[config.mk]
export PLATFORM = sky130hd
export DESIGN_NAME = scr1_ahb_mem_arb_flat
export DESIGN_NICKNAME = d
export VERILOG_FILES = /design/src/rtl/scr1_ahb_mem_arb_if.sv /design/src/rtl/scr1_ahb_mem_arb.sv /design/src/flat_wrapper.sv
export SDC_FILE = /design/constraint.sdc
export NUM_CORES = 1
export LEC_CHECK = 0
export ABC_AREA = 0
export CAP_MARGIN = 10
export CORE_AREA = 2 2 117 119
export DETAILED_ROUTE_END_ITERATION = 8
export DIE_AREA = 0 0 119 121
export PLACE_DENSITY_LB_ADDON = 0.12
export SLEW_MARGIN = 0
export SYNTH_ARGS = -nofsm -noshare
export SYNTH_HDL_FRONTEND = slang
export SYNTH_SLANG_ARGS = --single-unit
[constraint.sdc]
create_clock -name clk -period 2.35 [get_ports clk]
set_input_delay 0.3525 -clock clk [delete_from_list [all_inputs] [get_ports clk]]
set_output_delay 0.3525 -clock clk [all_outputs]
set_load 0.02 [all_outputs]
[src/rtl/scr1_ahb_mem_arb_if.sv]
// Bus bundle for the two-master AHB-Lite arbiter: m0/m1 upstream ports, the shared slave port
// and owner/starvation debug state. Modport slave is the arbiter's view, master is the environment's.
interface scr1_ahb_mem_arb_if #(
   parameter int AHB_WIDTH = 32
);
   logic [1:0]           m0_htrans;
   logic [2:0]           m0_hsize;
   logic [3:0]           m0_hprot;
   logic [AHB_WIDTH-1:0] m0_haddr;
   logic                 m0_hready;
   logic [AHB_WIDTH-1:0] m0_hrdata;
   logic                 m0_hresp;

   logic [1:0]           m1_htrans;
   logic [2:0]           m1_hsize;
   logic [3:0]           m1_hprot;
   logic [AHB_WIDTH-1:0] m1_haddr;
   logic                 m1_hwrite;
   logic [AHB_WIDTH-1:0] m1_hwdata;
   logic                 m1_hready;
   logic [AHB_WIDTH-1:0] m1_hrdata;
   logic                 m1_hresp;

   logic [1:0]           s_htrans;
   logic [2:0]           s_hsize;
   logic [3:0]           s_hprot;
   logic [AHB_WIDTH-1:0] s_haddr;
   logic                 s_hwrite;
   logic [AHB_WIDTH-1:0] s_hwdata;
   logic                 s_hready;
   logic [AHB_WIDTH-1:0] s_hrdata;
   logic                 s_hresp;

   // Owner codes: 0 = none, 1 = m0, 2 = m1.
   logic [1:0]           dbg_dp_owner;
   logic [1:0]           dbg_addr_owner;
   logic [3:0]           dbg_starve_cnt;

   modport slave (
      input  m0_htrans, m0_hsize, m0_hprot, m0_haddr,
      output m0_hready, m0_hrdata, m0_hresp,
      input  m1_htrans, m1_hsize, m1_hprot, m1_haddr, m1_hwrite, m1_hwdata,
      output m1_hready, m1_hrdata, m1_hresp,
      output s_htrans, s_hsize, s_hprot, s_haddr, s_hwrite, s_hwdata,
      input  s_hready, s_hrdata, s_hresp,
      output dbg_dp_owner, dbg_addr_owner, dbg_starve_cnt
   );

   modport master (
      output m0_htrans, m0_hsize, m0_hprot, m0_haddr,
      input  m0_hready, m0_hrdata, m0_hresp,
      output m1_htrans, m1_hsize, m1_hprot, m1_haddr, m1_hwrite, m1_hwdata,
      input  m1_hready, m1_hrdata, m1_hresp,
      input  s_htrans, s_hsize, s_hprot, s_haddr, s_hwrite, s_hwdata,
      output s_hready, s_hrdata, s_hresp,
      input  dbg_dp_owner, dbg_addr_owner, dbg_starve_cnt
   );
endinterface

[src/rtl/scr1_ahb_mem_arb.sv]
// Two-master AHB-Lite arbiter (imem m0 read-only, dmem m1) onto one slave, data-over-instruction
// priority with an imem starvation guard. Optional statistics counters: SCR1_AHB_ARB_STATS_EN.
//
// Handshake: an address phase is accepted when the slave drives s_hready = 1 at the clock edge;
// a master whose request loses arbitration sees its hready low and must hold its address.
module scr1_ahb_mem_arb #(
   parameter int AHB_WIDTH    = 32,
   parameter int STARVE_LIMIT = 4
) (
   input  logic                  clk,
   input  logic                  rst,
   scr1_ahb_mem_arb_if.slave     bus
`ifdef SCR1_AHB_ARB_STATS_EN
   ,
   output logic [31:0]           gnt0_cnt,
   output logic [31:0]           gnt1_cnt,
   output logic [31:0]           stall_cnt
`endif
);
   typedef enum logic [1:0] {
      OWN_NONE = 2'd0,
      OWN_M0   = 2'd1,
      OWN_M1   = 2'd2
   } owner_e;

   localparam logic [1:0] HTRANS_IDLE   = 2'b00;
   localparam logic [1:0] HTRANS_NONSEQ = 2'b10;
   localparam logic [3:0] STARVE_MAX    = 4'(STARVE_LIMIT);

   owner_e     dp_owner;
   owner_e     addr_owner;
   owner_e     gnt_owner;
   logic [3:0] starve_cnt;
   logic       req0, req1, force0, gnt0, gnt1, stall0, stall1;

   always_comb begin
      req0   = (bus.m0_htrans == HTRANS_NONSEQ);
      req1   = (bus.m1_htrans == HTRANS_NONSEQ);
      force0 = req0 && (starve_cnt == STARVE_MAX);
      // addr_owner is non-NONE only while a granted address is waiting on the slave.
      if (addr_owner != OWN_NONE) begin
         gnt1 = (addr_owner == OWN_M1);
         gnt0 = (addr_owner == OWN_M0);
      end else begin
         gnt1 = req1 && !force0;
         gnt0 = req0 && !gnt1;
      end
      stall0    = req0 && !gnt0;
      stall1    = req1 && !gnt1;
      gnt_owner = gnt1 ? OWN_M1 : (gnt0 ? OWN_M0 : OWN_NONE);
   end

   always_comb begin
      bus.s_htrans = HTRANS_IDLE;
      bus.s_hsize  = 3'd0;
      bus.s_hprot  = 4'd0;
      bus.s_haddr  = {AHB_WIDTH{1'b0}};
      bus.s_hwrite = 1'b0;
      if (gnt1) begin
         bus.s_htrans = bus.m1_htrans;
         bus.s_hsize  = bus.m1_hsize;
         bus.s_hprot  = bus.m1_hprot;
         bus.s_haddr  = bus.m1_haddr;
         bus.s_hwrite = bus.m1_hwrite;
      end else if (gnt0) begin
         bus.s_htrans = bus.m0_htrans;
         bus.s_hsize  = bus.m0_hsize;
         bus.s_hprot  = bus.m0_hprot;
         bus.s_haddr  = bus.m0_haddr;
      end
      bus.s_hwdata = (dp_owner == OWN_M1) ? bus.m1_hwdata : {AHB_WIDTH{1'b0}};
   end

   always_comb begin
      bus.m0_hrdata = (dp_owner == OWN_M0) ? bus.s_hrdata : {AHB_WIDTH{1'b0}};
      bus.m0_hresp  = (dp_owner == OWN_M0) && bus.s_hresp;
      bus.m1_hrdata = (dp_owner == OWN_M1) ? bus.s_hrdata : {AHB_WIDTH{1'b0}};
      bus.m1_hresp  = (dp_owner == OWN_M1) && bus.s_hresp;
      if ((dp_owner == OWN_M0) || gnt0) bus.m0_hready = bus.s_hready;
      else                              bus.m0_hready = !stall0;
      if ((dp_owner == OWN_M1) || gnt1) bus.m1_hready = bus.s_hready;
      else                              bus.m1_hready = !stall1;
   end

   always_ff @(posedge clk) begin
      if (rst) begin
         dp_owner   <= OWN_NONE;
         addr_owner <= OWN_NONE;
         starve_cnt <= 4'd0;
      end else begin
         if (bus.s_hready) begin
            dp_owner   <= gnt_owner;
            addr_owner <= OWN_NONE;
         end else begin
            addr_owner <= gnt_owner;
         end
         if (!req0 || (gnt0 && bus.s_hready))
            starve_cnt <= 4'd0;
         else if (stall0 && bus.s_hready && (starve_cnt != STARVE_MAX))
            starve_cnt <= starve_cnt + 4'd1;
      end
   end

   assign bus.dbg_dp_owner   = dp_owner;
   assign bus.dbg_addr_owner = addr_owner;
   assign bus.dbg_starve_cnt = starve_cnt;

`ifdef SCR1_AHB_ARB_STATS_EN
   always_ff @(posedge clk) begin
      if (rst) begin
         gnt0_cnt  <= 32'd0;
         gnt1_cnt  <= 32'd0;
         stall_cnt <= 32'd0;
      end else begin
         if (gnt0 && bus.s_hready && (gnt0_cnt != 32'hFFFF_FFFF)) gnt0_cnt <= gnt0_cnt + 32'd1;
         if (gnt1 && bus.s_hready && (gnt1_cnt != 32'hFFFF_FFFF)) gnt1_cnt <= gnt1_cnt + 32'd1;
         if ((stall0 || stall1) && (stall_cnt != 32'hFFFF_FFFF))  stall_cnt <= stall_cnt + 32'd1;
      end
   end
`endif
endmodule

[src/flat_wrapper.sv]
// flat-port wrapper written by rule: the top's interface ports become plain ports
module scr1_ahb_mem_arb_flat 
#(
   parameter int AHB_WIDTH    = 32,
   parameter int STARVE_LIMIT = 4
)
  (clk, rst, bus_m0_htrans, bus_m0_hsize, bus_m0_hprot, bus_m0_haddr, bus_m0_hready, bus_m0_hrdata, bus_m0_hresp, bus_m1_htrans, bus_m1_hsize, bus_m1_hprot, bus_m1_haddr, bus_m1_hwrite, bus_m1_hwdata, bus_m1_hready, bus_m1_hrdata, bus_m1_hresp, bus_s_htrans, bus_s_hsize, bus_s_hprot, bus_s_haddr, bus_s_hwrite, bus_s_hwdata, bus_s_hready, bus_s_hrdata, bus_s_hresp, bus_dbg_dp_owner, bus_dbg_addr_owner, bus_dbg_starve_cnt);
  scr1_ahb_mem_arb_if #(.AHB_WIDTH(AHB_WIDTH)) bus_i ();
  input  logic clk;
  input  logic rst;
  input wire logic [$bits(bus_i.m0_htrans)-1:0] bus_m0_htrans;
  input wire logic [$bits(bus_i.m0_hsize)-1:0] bus_m0_hsize;
  input wire logic [$bits(bus_i.m0_hprot)-1:0] bus_m0_hprot;
  input wire logic [$bits(bus_i.m0_haddr)-1:0] bus_m0_haddr;
  output wire logic [$bits(bus_i.m0_hready)-1:0] bus_m0_hready;
  output wire logic [$bits(bus_i.m0_hrdata)-1:0] bus_m0_hrdata;
  output wire logic [$bits(bus_i.m0_hresp)-1:0] bus_m0_hresp;
  input wire logic [$bits(bus_i.m1_htrans)-1:0] bus_m1_htrans;
  input wire logic [$bits(bus_i.m1_hsize)-1:0] bus_m1_hsize;
  input wire logic [$bits(bus_i.m1_hprot)-1:0] bus_m1_hprot;
  input wire logic [$bits(bus_i.m1_haddr)-1:0] bus_m1_haddr;
  input wire logic [$bits(bus_i.m1_hwrite)-1:0] bus_m1_hwrite;
  input wire logic [$bits(bus_i.m1_hwdata)-1:0] bus_m1_hwdata;
  output wire logic [$bits(bus_i.m1_hready)-1:0] bus_m1_hready;
  output wire logic [$bits(bus_i.m1_hrdata)-1:0] bus_m1_hrdata;
  output wire logic [$bits(bus_i.m1_hresp)-1:0] bus_m1_hresp;
  output wire logic [$bits(bus_i.s_htrans)-1:0] bus_s_htrans;
  output wire logic [$bits(bus_i.s_hsize)-1:0] bus_s_hsize;
  output wire logic [$bits(bus_i.s_hprot)-1:0] bus_s_hprot;
  output wire logic [$bits(bus_i.s_haddr)-1:0] bus_s_haddr;
  output wire logic [$bits(bus_i.s_hwrite)-1:0] bus_s_hwrite;
  output wire logic [$bits(bus_i.s_hwdata)-1:0] bus_s_hwdata;
  input wire logic [$bits(bus_i.s_hready)-1:0] bus_s_hready;
  input wire logic [$bits(bus_i.s_hrdata)-1:0] bus_s_hrdata;
  input wire logic [$bits(bus_i.s_hresp)-1:0] bus_s_hresp;
  output wire logic [$bits(bus_i.dbg_dp_owner)-1:0] bus_dbg_dp_owner;
  output wire logic [$bits(bus_i.dbg_addr_owner)-1:0] bus_dbg_addr_owner;
  output wire logic [$bits(bus_i.dbg_starve_cnt)-1:0] bus_dbg_starve_cnt;
  assign bus_i.m0_htrans = bus_m0_htrans;
  assign bus_i.m0_hsize = bus_m0_hsize;
  assign bus_i.m0_hprot = bus_m0_hprot;
  assign bus_i.m0_haddr = bus_m0_haddr;
  assign bus_m0_hready = bus_i.m0_hready;
  assign bus_m0_hrdata = bus_i.m0_hrdata;
  assign bus_m0_hresp = bus_i.m0_hresp;
  assign bus_i.m1_htrans = bus_m1_htrans;
  assign bus_i.m1_hsize = bus_m1_hsize;
  assign bus_i.m1_hprot = bus_m1_hprot;
  assign bus_i.m1_haddr = bus_m1_haddr;
  assign bus_i.m1_hwrite = bus_m1_hwrite;
  assign bus_i.m1_hwdata = bus_m1_hwdata;
  assign bus_m1_hready = bus_i.m1_hready;
  assign bus_m1_hrdata = bus_i.m1_hrdata;
  assign bus_m1_hresp = bus_i.m1_hresp;
  assign bus_s_htrans = bus_i.s_htrans;
  assign bus_s_hsize = bus_i.s_hsize;
  assign bus_s_hprot = bus_i.s_hprot;
  assign bus_s_haddr = bus_i.s_haddr;
  assign bus_s_hwrite = bus_i.s_hwrite;
  assign bus_s_hwdata = bus_i.s_hwdata;
  assign bus_i.s_hready = bus_s_hready;
  assign bus_i.s_hrdata = bus_s_hrdata;
  assign bus_i.s_hresp = bus_s_hresp;
  assign bus_dbg_dp_owner = bus_i.dbg_dp_owner;
  assign bus_dbg_addr_owner = bus_i.dbg_addr_owner;
  assign bus_dbg_starve_cnt = bus_i.dbg_starve_cnt;
  scr1_ahb_mem_arb #(.AHB_WIDTH(AHB_WIDTH), .STARVE_LIMIT(STARVE_LIMIT)) u_core (.clk(clk), .rst(rst), .bus(bus_i));
endmodule
==> results of run 1 <==
-- area by class of cell --
cell class,instances,area (um2)
fillers,1345,7900
repair buffers,339,3330
multi-input cells,182,1390
well taps,176,220
flip-flops and latches,8,163
clock buffers,3,75.1
inverters,4,15.0
-- worst paths after layout --
check | end | slack, ns | depth (start not counted)
min | u_core.bus.dbg_dp_owner[1] | 0.58 | 2
max reg2reg | u_core.bus.dbg_addr_owner[1] | 0.65 | 8
max | bus_s_hprot[3] | 0.07 | 9
min reg2reg | u_core.bus.dbg_dp_owner[1] | 0.58 | 2
-- worst reg2reg max path: stages (launching register included) --
cell	delay (ns)
sky130_fd_sc_hd__dfxtp_2	0.32
sky130_fd_sc_hd__inv_2	0.05
sky130_fd_sc_hd__ha_4	0.15
sky130_fd_sc_hd__and3b_2	0.24
sky130_fd_sc_hd__a221oi_4	0.25
sky130_fd_sc_hd__buf_6	0.18
sky130_fd_sc_hd__buf_12	0.11
sky130_fd_sc_hd__buf_16	0.13
sky130_fd_sc_hd__nor3b_1	0.19
-- sequential cells by signal, indices dropped and copies added (netlist names) --
signal and cells:
u_core.bus.dbg_starve_cnt 4, u_core.bus.dbg_addr_owner 2, u_core.bus.dbg_dp_owner 2
-- cells in the final DEF (no fill, tap or decap), types with 2 or more instances in the layout --
master,n
sky130_fd_sc_hd__clkdlybuf4s50_1,253
sky130_fd_sc_hd__and2_1,99
sky130_fd_sc_hd__a22o_1,38
sky130_fd_sc_hd__buf_4,31
sky130_fd_sc_hd__buf_2,29
sky130_fd_sc_hd__buf_6,8
sky130_fd_sc_hd__buf_12,7
sky130_fd_sc_hd__dfxtp_1,6
sky130_fd_sc_hd__nor2_1,5
sky130_fd_sc_hd__o21ai_0,4
sky130_fd_sc_hd__a21oi_1,4
sky130_fd_sc_hd__clkbuf_16,4
sky130_fd_sc_hd__dlygate4sd2_1,4
sky130_fd_sc_hd__inv_2,3
sky130_fd_sc_hd__mux2i_1,3
sky130_fd_sc_hd__buf_16,3
sky130_fd_sc_hd__nand2b_4,2
sky130_fd_sc_hd__a221oi_4,2
sky130_fd_sc_hd__nor3b_2,2
sky130_fd_sc_hd__a22o_4,2
sky130_fd_sc_hd__nand2_1,2
sky130_fd_sc_hd__nand3_1,2
sky130_fd_sc_hd__buf_8,2
sky130_fd_sc_hd__dfxtp_2,2
-- routing by layer --
metal / global-route usage, % / vias to the layer above / wire length [um]
met4: 1.64 / 0 / 66
met3: 4.46 / 4 / 1090
met1: 16.0 / 1280 / 4370
li1: - / 1389 / -
met5: 0 / - / 0
met2: 27.4 / 182 / 5890
-- kinds of logic after synthesis --
logic type | after synthesis | synth area share (%)
AND/OR/NAND/NOR | 121 | 47.7
AO/OA/AOI/OAI | 53 | 28.8
buffers and inverters | 24 | 7.97
flip-flops | 8 | 10.0
multiplexers | 4 | 2.81
XOR/XNOR | 2 | 1.09
adder cells (fa/ha/maj) | 2 | 1.56
-- power by group through the flow --
stage	clock network, mW	logic, mW	registers, mW
global route	0.292	0.982	0.144
detailed placement	0	0.914	0.146
floorplan	0	0.334	0.148
finish	0.275	0.928	0.144
CTS	0.281	0.914	0.144
global placement	0	0.915	0.145
-- what timing repair did --
action,CTS,global route
cloned,3,1
endpoints found under the setup margin,51,50
pin swaps,4,6
setup buffers,8,1
resized for setup,178,23
-- per-stage QoR --
step / instance area [um2] / worst slack (ns) / std cells
floorplan: 1600 / 0.188 / 214
global placement: 5000 / -0.468 / 697
detailed placement: 5000 / -0.487 / 697
CTS: 5080 / 0.00214 / 710
global route: 5180 / -0.0351 / 712
finish: 5180 / 0.0736 / 712
==> impl_metrics.json, run 1 <==
{
  "result_of_the_run": "finished clean",
  "whs_ns": 0.575,
  "critical_path.top_delay_family": "buffers and inverters",
  "postSynthNetCount": 367,
  "category_of_the_worst_setup_path_launch_point": "flip-flop",
  "tritoncts": "built",
  "synth_enable_flop_cells": 0,
  "floorplan.io_pins": 301,
  "hp-start": "u_core.bus.dbg_dp_owner[1]",
  "totalNegativeSetupSlack_ns": 0,
  "synth_top_cells_by_area": "sky130_fd_sc_hd__and2_1 (39%), sky130_fd_sc_hd__a22o_1 (22%), sky130_fd_sc_hd__dfxtp_1 (10%)",
  "critical_path.startpoint": "u_core.bus.dbg_starve_cnt[0]",
  "io_buffer_count": 300,
  "ant_nets": 0,
  "antenna_cells": 0,
  "design.die.area_um2": 14400,
  "total_switching_power_mw": 0.444,
  "worstPathRequired_ns": 2.00,
  "synth_area_um2": 1600,
  "grt_max_degree": 53,
  "post_cts_hold_fix_bufs": 0,
  "static-leakage-power_nw": 2.15,
  "avgRoutedWirePerCell_um": 16.0,
  "yosys_most_used_dff": "sky130_fd_sc_hd__dfxtp_1",
  "synth-seq-cells": 8,
  "worst_path_max_delay_cell": "sky130_fd_sc_hd__a221oi_4",
  "synth.yosys.warnings": 0,
  "ys_async_sr_fraction_pct": 0,
  "total_power_mw": 1.35,
  "grt_antenna_before_repair": 0,
  "finalNetCount": 691,
  "critPathArrivalTime_ns": 1.92,
  "max-slew-margin-rel_pct": 80.2,
  "htree_levels": 1,
  "finish.utilization_pct": 39.6,
  "post_synth_num_cell_types": 32,
  "totalWireLength_um": 11400,
  "grt_pass1_wl_um": 16400,
  "first_pass_iters": 4,
  "die_y_um": 121,
  "worst_r2r_startpoint": "u_core.bus.dbg_starve_cnt[0]",
  "cts_buf_count": 3,
  "timing_worst_setup_path_type": "reg -> out",
  "grt_overflow": 0,
  "timing.critical_path.to_type": "output port",
  "p_int_mw": 0.902,
  "sequential_fraction_of_design_power_pct": 10.7,
  "syn2layout_area_growth_pct": 224,
  "clk_latency_ns": 0.22,
  "count_of_pins_over_their_slew_limit": 0,
  "timing.critical_path.fanout_max": 5,
  "synth.most_common_cell": "sky130_fd_sc_hd__and2_1",
  "worst_hold_path_type": "reg -> reg",
  "synth_area_per_cell_um2": 7.48,
  "half_perimeter_wire_length_after_placement_um": 9330,
  "post_route_cells_drive_above_1_share_pct": 19.6,
  "gp_congestion": 0.797,
  "cts.clk_slew.worst_paths_ns": 0.04,
  "remaining_drc_errors": 0,
  "vias": 2855,
  "synthDominantCellAreaShare_pct": 38.7,
  "power.combinational.fraction_pct": 68.9,
  "clock_tree.buffer_depth": 2,
  "vdd.ir_drop.worst_mv": 0.247,
  "routed_via_density": 4.01,
  "setup_violations": 0,
  "yosys-top-cells-count": "sky130_fd_sc_hd__and2_1 (99), sky130_fd_sc_hd__a22o_1 (40), sky130_fd_sc_hd__clkbuf_1 (10), sky130_fd_sc_hd__dfxtp_1 (8), sky130_fd_sc_hd__buf_2 (6)",
  "placement_rows": 42,
  "core_area_um2": 13100,
  "first_global_vias": 2904,
  "finalCriticalPeriod_ns": 2.28,
  "yosys.area.top_type": "sky130_fd_sc_hd__and2_1",
  "slowest_delay_ns": 0.36,
  "postSynthCellCount": 214,
  "floorplan.die.width_um": 119,
  "tightest_slew_ns": 0.297,
  "cp_num_buf_inv": 5,
  "critical_path.cell_chain": "inv_2 -> ha_4 -> nand3b_1 -> a221oi_4 -> buf_6 -> buf_16 -> buf_4 -> a22o_1 -> buf_2",
  "clock-root-buffer": "sky130_fd_sc_hd__clkbuf_16",
  "initial_utilization_pct": 12.2,
  "final-hold-violation-count": 0,
  "maxClockFrequency_mhz": 439,
  "min_period_over_period_pct": 96.9,
  "synth-seq-area-share_pct": 10.0,
  "grt.total_usage_pct": 14.3,
  "fraction_of_power_spent_switching_nets_pct": 33.0,
  "fin_skew_ns": 0.00210,
  "power.share.clock_pct": 20.4,
  "rsz0062_at_grt": "true",
  "drt_first_iter_violations": 80,
  "power-per-cell-area_nw_per_um2": 260,
  "timing.max_cap.violations": 0,
  "cts_num_sinks": 8
}
Note: power is estimated with default switching activity, not from simulation.
==> run 2, diff against run 1 <==
CORE_AREA = 2 2 116 118   (was 2 2 117 119)
DIE_AREA = 0 0 118 120   (was 0 0 119 121)
clock period = 1.9 ns   (was 2.35 ns; I/O delays follow)
==> impl_metrics.json, run 2 (same netlist as run 1, synthesis figures left out) <==
{
  "grt_overflow": 0,
  "worstPathRequired_ns": 1.62,
  "floorplan.io_pins": 301,
  "initial_utilization_pct": 12.3,
  "postLayoutCellArea_um2": 5540,
  "power-per-cell-area_nw_per_um2": 326,
  "floorplan.die.width_um": 118,
  "routed_via_density": 4.07,
  "worstHoldEndpoint": "u_core.bus.dbg_dp_owner[1]",
  "grt.total_usage_pct": 14.8,
  "grt_antenna_before_repair": 0,
  "sequential_fraction_of_design_power_pct": 9.8,
  "count_of_pins_over_their_slew_limit": 0,
  "static-leakage-power_nw": 2.67,
  "fin_skew_ns": 0.00288,
  "finalCriticalPeriod_ns": 2.22,
  "htree_levels": 1,
  "drt_first_iter_violations": 73,
  "whs_ns": 0.548,
  "power.share.clock_pct": 19.1,
  "maxClockFrequency_mhz": 450,
  "vias": 2956,
  "hp-start": "u_core.bus.dbg_dp_owner[1]",
  "hold-path-cell-count": 2,
  "p_int_mw": 1.21,
  "min_period_over_period_pct": 117,
  "reg2reg_to": "u_core.bus.dbg_addr_owner[1]",
  "met2_wirelength_um": 6050,
  "critPathMostFrequentCell": "sky130_fd_sc_hd__buf_6",
  "clock-root-buffer": "sky130_fd_sc_hd__clkbuf_16",
  "totalWireLength_um": 11400,
  "power.combinational.fraction_pct": 71.1,
  "failed_checks": "negative setup slack",
  "design.die.area_um2": 14200,
  "clk_latency_ns": 0.23,
  "avgRoutedWirePerCell_um": 15.8,
  "timing_worst_setup_path_type": "reg -> out",
  "ant_nets": 0,
  "post_cts_hold_fix_bufs": 0,
  "clock_tree.buffer_depth": 2,
  "cts_num_sinks": 8,
  "critPathArrivalTime_ns": 1.94,
  "cts_buf_count": 3,
  "worst-r2r-setup-slack_ns": 0.14,
  "timing.max_cap.violations": 0,
  "half_perimeter_wire_length_after_placement_um": 8830,
  "met1Wirelength_um": 3970,
  "die_y_um": 120,
  "vdd.ir_drop.worst_mv": 0.277,
  "worst_r2r_path_depth": 8,
  "rsz0062_at_grt": "true",
  "grt_max_degree": 39,
  "totalNegativeSetupSlack_ns": -10.54,
  "syn2layout_area_growth_pct": 246,
  "first_global_vias": 3052,
  "worst_path_max_delay_cell": "sky130_fd_sc_hd__a221oi_4",
  "timing.critical_path.to_type": "output port",
  "finalNetCount": 705,
  "layout.cells.most_common": "sky130_fd_sc_hd__clkdlybuf4s50_1",
  "category_of_the_worst_setup_path_launch_point": "flip-flop",
  "gp_congestion": 0.779,
  "wl_met3_um": 1260,
  "tightest_slew_ns": 0.287,
  "grt_pass1_wl_um": 16700,
  "remaining_drc_errors": 0,
  "finish.utilization_pct": 42.7,
  "critical_path.cell_chain": "inv_2 -> ha_4 -> nand3b_1 -> a221oi_4 -> buf_6 -> buf_12 -> nor2_4 -> mux2_4 -> buf_6",
  "antenna_cells": 0,
  "max-slew-margin-rel_pct": 80.8,
  "tritoncts": "built",
  "io_buffer_count": 300,
  "post_route_cells_drive_above_1_share_pct": 28.2,
  "worst_hold_path_type": "reg -> reg",
  "worst_r2r_startpoint": "u_core.bus.dbg_starve_cnt[0]",
  "first_pass_iters": 4,
  "most-common-layout-cells": "sky130_fd_sc_hd__clkdlybuf4s50_1 (154), sky130_fd_sc_hd__and2_1 (98), sky130_fd_sc_hd__dlygate4sd2_1 (63)",
  "routed.top_layer": "met4",
  "core_area_um2": 13000,
  "final-hold-violation-count": 0,
  "total_switching_power_mw": 0.592,
  "largest_register_ff_count": 4,
  "critical_path.top_delay_family": "buffers and inverters",
  "result_of_the_run": "complete, but fails checks",
  "timing.critical_path.fanout_max": 5,
  "placement_rows": 42,
  "setup_violations": 42,
  "slowest_delay_ns": 0.32,
  "cp_num_buf_inv": 4,
  "postPlaceCellArea_um2": 5180,
  "cts.clk_slew.worst_paths_ns": 0.04,
  "fraction_of_power_spent_switching_nets_pct": 32.8,
  "slack_of_the_critical_path_ns": -0.320
}
-- run 2: area by class of cell --
type	count	area (um2)
timing repair buffer	353	3530
multi-input combinational	182	1540
inverter	4	15.0
tap	176	220
clock buffer	3	75.1
fill	1322	7440
sequential	8	164
-- run 2: how the worst max path moves through the flow --
stage	slack (ns)	start	end	cells after the start
CTS	-0.31	u_core.bus.dbg_starve_cnt[0]	bus_s_haddr[27]	9
global route	-0.42	u_core.bus.dbg_starve_cnt[1]	bus_m0_hready	9
global placement	-0.85	bus_m0_htrans[0]	bus_s_haddr[12]	6
floorplan	-0.08	u_core.bus.dbg_starve_cnt[0]	bus_s_haddr[22]	6
detailed placement	-0.86	bus_m0_htrans[0]	bus_s_haddr[12]	6
finish	-0.32	u_core.bus.dbg_starve_cnt[0]	bus_m0_hready	9
-- run 2: tightest hold or removal path, delay by kind of cell (launching register included) --
kind | cells | cell delay [ns]
multiplexers | 1 | 0.12
flip-flops | 1 | 0.34
AND/OR/NAND/NOR | 1 | 0.05
-- run 2: power groups by stage --
stage	Combinational, mW	Sequential [mW]	Clock, mW
floorplan	0.466	0.183	0
global placement	1.17	0.179	0
detailed placement	1.17	0.179	0
CTS	1.30	0.178	0.350
global route	1.36	0.178	0.360
finish	1.29	0.178	0.344
-- run 2: repair_timing --
| action | CTS | global route |
|---|---|---|
| endpoints found under the setup margin | 141 | 83 |
| cloned | 6 | 2 |
| resized for setup | 372 | 60 |
| setup buffers | 17 | 2 |
| pin swaps | 12 | 16 |
-- run 2: routing by layer --
layer	global-route usage [%]	vias to the layer above
met3	5.13	10
met4	2.71	0
met2	28.9	191
met5	0	-
met1	15.3	1336
li1	-	1419
-- run 2: stage by stage --
step	cells	total power, mW	setup WS (ns)
final	726	1.81	-0.320
after global routing	726	1.89	-0.418
after CTS	725	1.82	-0.308
after detailed placement	699	1.35	-0.858
after global placement	699	1.35	-0.845
after floorplan	214	0.649	-0.0761
